--- config.mk ---
export PLATFORM = sky130hd
export DESIGN_NAME = pipeline_issue_arbiter
export DESIGN_NICKNAME = d
export VERILOG_FILES = /design/src/rtl/pipeline_issue_arbiter.sv
export SDC_FILE = /design/constraint.sdc
export NUM_CORES = 1
export LEC_CHECK = 0
export ABC_AREA = 1
export BUFFER_PORTS_ARGS = -buffer_cell sky130_fd_sc_hd__buf_2
export CAP_MARGIN = 15
export CORE_AREA = 4 4 174 176
export DETAILED_ROUTE_END_ITERATION = 8
export DIE_AREA = 0 0 178 180
export PLACE_DENSITY = 0.59
export SYNTH_ARGS = -nofsm -noshare
export SYNTH_HDL_FRONTEND = slang
export SYNTH_SLANG_ARGS = --single-unit
--- constraint.sdc ---
create_clock -name clk -period 2.5 [get_ports clk]
set_input_delay 0.125 -clock clk [delete_from_list [all_inputs] [get_ports clk]]
set_output_delay 0.125 -clock clk [all_outputs]
set_load 0.05 [all_outputs]
--- src/rtl/pipeline_issue_arbiter.sv ---
// pipeline_issue_arbiter
// Shares one multi-cycle datapath between two requesters. Round-robin grant,
// with a per-requester cap on operations in flight. Operands are registered
// into the datapath, and an owner tag travels alongside each operation so that
// every result can be routed back to its owner when it emerges.

module pipeline_issue_arbiter #(
  parameter int WIDTH   = 32,
  parameter int LATENCY = 2,
  parameter int MAX_OUT = 2
) (
  input  logic               clk,
  input  logic               reset,
  input  logic               req0_valid,
  input  logic [4*WIDTH-1:0] req0_ops,
  output logic               req0_ready,
  input  logic               req1_valid,
  input  logic [4*WIDTH-1:0] req1_ops,
  output logic               req1_ready,
  output logic [WIDTH-1:0]   dp_a1,
  output logic [WIDTH-1:0]   dp_b1,
  output logic [WIDTH-1:0]   dp_a2,
  output logic [WIDTH-1:0]   dp_b2,
  input  logic [WIDTH-1:0]   dp_c,
  output logic               resp_valid,
  output logic               resp_id,
  output logic [WIDTH-1:0]   resp_data,
  output logic               busy
);

  localparam int            CW      = $clog2(MAX_OUT + 1);
  localparam logic [CW-1:0] MAX_CNT = CW'(MAX_OUT);

  // One in-flight slot: valid bit plus the requester that owns it.
  typedef struct packed {
    logic v;
    logic id;
  } tag_t;

  logic [4*WIDTH-1:0] ops_q, ops_d;
  logic               last_grant_q, last_grant_d;
  logic [CW-1:0]      cnt0_q, cnt0_d;
  logic [CW-1:0]      cnt1_q, cnt1_d;
  // tag_q[0] is loaded on the issue edge; tag_q[LATENCY] lines up with dp_c.
  tag_t               tag_q [LATENCY+1];
  tag_t               tag_d [LATENCY+1];

  logic elig0, elig1;
  logic grant0, grant1;
  logic issue;
  logic retire0, retire1;

  // Eligibility and round-robin grant; nothing is granted while reset is high.
  always_comb begin
    // NOTE: every signal written here gets a default first, so no path can leave
    // one unassigned and infer a latch.
    elig0  = req0_valid && (cnt0_q < MAX_CNT);
    elig1  = req1_valid && (cnt1_q < MAX_CNT);
    grant0 = 1'b0;
    grant1 = 1'b0;
    if (!reset) begin
      if (elig0 && elig1) begin
        // Tie goes to whoever did not win last.
        grant0 = last_grant_q;
        grant1 = !last_grant_q;
      end else begin
        grant0 = elig0;
        grant1 = elig1;
      end
    end
  end

  assign issue      = grant0 || grant1;
  assign req0_ready = grant0;
  assign req1_ready = grant1;

  assign dp_a1 = ops_q[4*WIDTH-1 -: WIDTH];
  assign dp_b1 = ops_q[3*WIDTH-1 -: WIDTH];
  assign dp_a2 = ops_q[2*WIDTH-1 -: WIDTH];
  assign dp_b2 = ops_q[WIDTH-1   -: WIDTH];

  // The datapath result is only reported when a live tag lines up with it, so
  // anything the unreset datapath emits in the meantime is masked to zero.
  assign resp_valid = tag_q[LATENCY].v;
  assign resp_id    = tag_q[LATENCY].id;
  assign resp_data  = resp_valid ? dp_c : '0;
  assign retire0    = resp_valid && !resp_id;
  assign retire1    = resp_valid &&  resp_id;

  // Busy while any slot of the tag pipe holds a live operation.
  always_comb begin
    busy = 1'b0;
    for (int i = 0; i <= LATENCY; i++) begin
      busy = busy | tag_q[i].v;
    end
  end

  // Next state: operand capture, tag shift and credit accounting.
  always_comb begin
    ops_d        = ops_q;
    last_grant_d = last_grant_q;
    if (grant0) begin
      ops_d        = req0_ops;
      last_grant_d = 1'b0;
    end else if (grant1) begin
      ops_d        = req1_ops;
      last_grant_d = 1'b1;
    end

    // A cycle without an issue inserts a bubble; the pipe never stalls.
    tag_d[0] = '{v: issue, id: grant1};
    for (int i = 1; i <= LATENCY; i++) begin
      tag_d[i] = tag_q[i-1];
    end

    // Issue and retire on the same edge cancel out.
    cnt0_d = cnt0_q;
    case ({grant0, retire0})
      2'b10:   cnt0_d = cnt0_q + CW'(1);
      2'b01:   cnt0_d = cnt0_q - CW'(1);
      default: cnt0_d = cnt0_q;
    endcase

    cnt1_d = cnt1_q;
    case ({grant1, retire1})
      2'b10:   cnt1_d = cnt1_q + CW'(1);
      2'b01:   cnt1_d = cnt1_q - CW'(1);
      default: cnt1_d = cnt1_q;
    endcase
  end

  // State registers; reset drops every in-flight tag so their results are lost.
  always_ff @(posedge clk or posedge reset) begin
    if (reset) begin
      ops_q        <= '0;
      last_grant_q <= 1'b1;
      cnt0_q       <= '0;
      cnt1_q       <= '0;
      // The tag pipe is a handful of flops whose valid bits gate every output,
      // so it is reset in full rather than treated as unreset storage.
      for (int i = 0; i <= LATENCY; i++) begin
        tag_q[i] <= '0;
      end
    end else begin
      // NOTE: sequential state uses non-blocking assignments so every flop
      // samples its pre-edge value regardless of statement order.
      ops_q        <= ops_d;
      last_grant_q <= last_grant_d;
      cnt0_q       <= cnt0_d;
      cnt1_q       <= cnt1_d;
      for (int i = 0; i <= LATENCY; i++) begin
        tag_q[i] <= tag_d[i];
      end
    end
  end

endmodule

==> flow_metrics.py <==
metrics = {
    "placement": {
        "dp.cells": 1740,
        "io_buffers": 456,
        "dp_hpwl_um": 19800,
        "gp_congestion": 0.860,
    },
    "floorplan": {
        "rows": 62,
        "initial_utilization_pct": 24.4,
        "fp.coreArea_sq_um": 28600,
        "fp.dieW_um": 178,
        "die_h_um": 180,
        "boundaryPins": 457,
        "fp.dieArea_sq_um": 32000,
    },
    "clocking": {
        "clk_pin_slew_ns": 0.06,
        "cts_tree": "yes",
        "insertion_delay_ns": 0.42,
        "cts_sinks": 139,
        "cts_setup_buffers": 0,
        "cts.path.max_buffers": 2,
        "htree_num_levels": 4,
        "numCtsBuffers": 17,
        "root_buffer": "clkbuf_16",
    },
    "drt": {
        "vias": 8797,
        "first_pass_iters": 5,
        "wl_per_cell_um": 15.3,
        "routed_wl_um": 29800,
        "vias_per_cell": 4.50,
        "drt-initial-drc-count": 478,
        "ant_nets": 0,
        "drc_errors": 0,
    },
    "finish": {
        "ff_latch_area_sq_um": 3480,
        "antenna_cells": 0,
        "drive_above_1_share_pct": 32.5,
        "nets": 1850,
        "multiInputGateArea_sq_um": 2710,
        "fill_cells": 2859,
        "area_delta_synth_final_pct": 72.7,
        "fin_cells": 1953,
    },
    "pwr": {
        "max-vdd-ir-drop_mv": 0.561,
        "power_density_nw_per_um2": 1260,
        "power.leakage_nw": 6.93,
    },
    "run_status": {
        "status": "finished clean",
    },
    "logic_synthesis": {
        "ys_seq_area_share_pct": 49.8,
        "syn-cell-area_sq_um": 6990,
        "synth-seq-cells": 139,
        "synth_cell_types": 18,
        "synth_cells": 952,
        "synth_warnings": 0,
        "avgSynthCellArea_sq_um": 7.34,
        "syn-num-nets": 1246,
    },
    "global_route": {
        "grt_pass1_vias": 8628,
        "gr-total-overflow": 0,
        "track_usage_pct": 17.7,
        "grt_pass1_wl_um": 45600,
        "grt_max_degree": 130,
        "antenna_found_initial": 1,
    },
    "setup_path": {
        "critPathLaunchType": "input port",
        "arrival_ns": 2.67,
        "r2r_slack_ns": 0.20,
        "crit_path_end_kind": "flop",
        "path_max_fanout": 129,
        "worstPathRequired_ns": 2.84,
        "crit_type": "input port to flop",
    },
    "sta": {
        "maxSlewHeadroom_pct": 37.1,
        "fmax_mhz": 430,
        "timing.final.crit_period_ns": 2.32,
        "slew_viol_final": 0,
        "rsz0062_at_grt": "false",
        "period_share_pct": 92.9,
        "finalSetupViolations": 0,
        "tightest_slew_ns": 0.943,
        "fin_setup_tns_ns": 0,
        "clock_skew_ns": 0.0165,
        "hold_viol_final": 0,
    },
    "flow_run": {
        "max_cap_violations": 0,
    },
    "worst_hold_path": {
        "hp-class": "input port to flop",
    },
}
[where the power goes]
| part | internal [W] | switching, W |
|---|---|---|
| clock | 0.00170 | 0.00111 |
| sequential | 0.00335 | 0.000641 |
| combinational | 0.00213 | 0.00633 |
| total | 0.00718 | 0.00807 |
[placed cells by master, fill, tap and decap left out, types with 4 or more instances in the layout]
cell type      Yosys  layout
buf_4              5       7
bufinv_16          0       4
clkbuf_16          0      17
nand3_1          258     257
inv_1            130     130
buf_2             53     456
nand2_1          339     338
dfrtp_1          138     138
buf_12             0       5
dlygate4sd3_1      0     181
inv_6              0       4
[state kept, by name, indices dropped and copies added, names as in the netlist]
signal / cells
cnt0_q: 2
ops_q: 128
last_grant_q: 1
tag_d: 4
cnt1_q: 2
resp_valid: 1
resp_id: 1
[Yosys cell counts]
library cell,n,share of area [%]
xnor2_1,2,0.25
buf_2,53,3.8
nand2_1,339,18
ha_1,2,0.36
a21oi_1,3,0.21
a31oi_1,1,0.090
nor2_2,1,0.090
nor2_1,3,0.16
o21ai_0,2,0.14
nand3_1,258,18
buf_4,5,0.54
dfrtp_1,138,49
clkbuf_1,7,0.38
inv_2,4,0.21
dfstp_2,1,0.38
xor2_1,2,0.25
inv_1,130,7.0
nand2_2,1,0.090
[cells by family after synthesis]
logic type / share of synthesized area [%]
flip-flops: 49.8
buffers and inverters: 11.9
XOR/XNOR: 0.501
AO/OA/AOI/OAI: 0.447
AND/OR/NAND/NOR: 37.0
adder cells (fa/ha/maj): 0.358
[routing by layer]
layer | track usage (%) | wire [um] | vias to the layer above
li1 | - | - | 4160
met1 | 20.2 | 11300 | 4097
met2 | 31.1 | 15100 | 450
met3 | 4.14 | 2250 | 88
met4 | 7.77 | 1150 | 2
met5 | 0 | 12 | -
[path summary, 6_finish.rpt]
kind | from | to | depth (start not counted)
worst max-delay path | reset | ops_q[5] | 9
worst min-delay path | req1_ops[86] | ops_q[86] | 5
worst max register to register | last_grant_q | ops_q[108] | 8
worst min register to register | tag_d[2] | tag_d[0] | 0
max in group asynchronous | reset | ops_q[73] | 4
min in group asynchronous | reset | cnt1_q[1] | 3
[what timing repair did]
| item | 4_1_cts | 5_1_grt |
|---|---|---|
| gates resized for setup | 0 | 1 |
| hold buffers | 181 | 0 |
| hold endpoints to repair | 113 | 0 |
| setup endpoints to repair | 0 | 1 |
[critical path, stage by stage]
cell and delay, ns:
dlygate4sd3_1 0.56, buf_2 0.19, inv_8 0.14, nand2_1 0.15, nand2_4 0.12, buf_12 0.46, nand3_1 0.21, nand3_1 0.12
dlygate4sd3_1 0.55
[layout make-up]
| type | count | share of cell area, % |
|---|---|---|
| Clock buffer | 18 | 3.55 |
| Tap cell | 384 | 3.98 |
| Timing Repair Buffer | 650 | 35.3 |
| Inverter | 134 | 4.25 |
| Clock inverter | 14 | 1.72 |
| Sequential cell | 139 | 28.8 |
| Multi-Input combinational cell | 614 | 22.4 |
[through the flow]
step | area [sq um] | hold slack [ns] | util, % | total power (W) | setup WS [ns]
after CTS | 12100 | 0.000460 | 42.2 | 0.0153 | 0.123
final | 12100 | 0.0189 | 42.2 | 0.0153 | 0.177
after global routing | 12100 | 0.0175 | 42.2 | 0.0161 | 0.0503
after detailed placement | 9620 | 0.103 | 33.6 | 0.0120 | 0.620
after floorplan | 7000 | 0.154 | - | 0.00984 | 0.104
after global placement | 9620 | 0.102 | 33.6 | 0.0119 | 0.643
No activity file was read; power rests on OpenSTA's default activity.
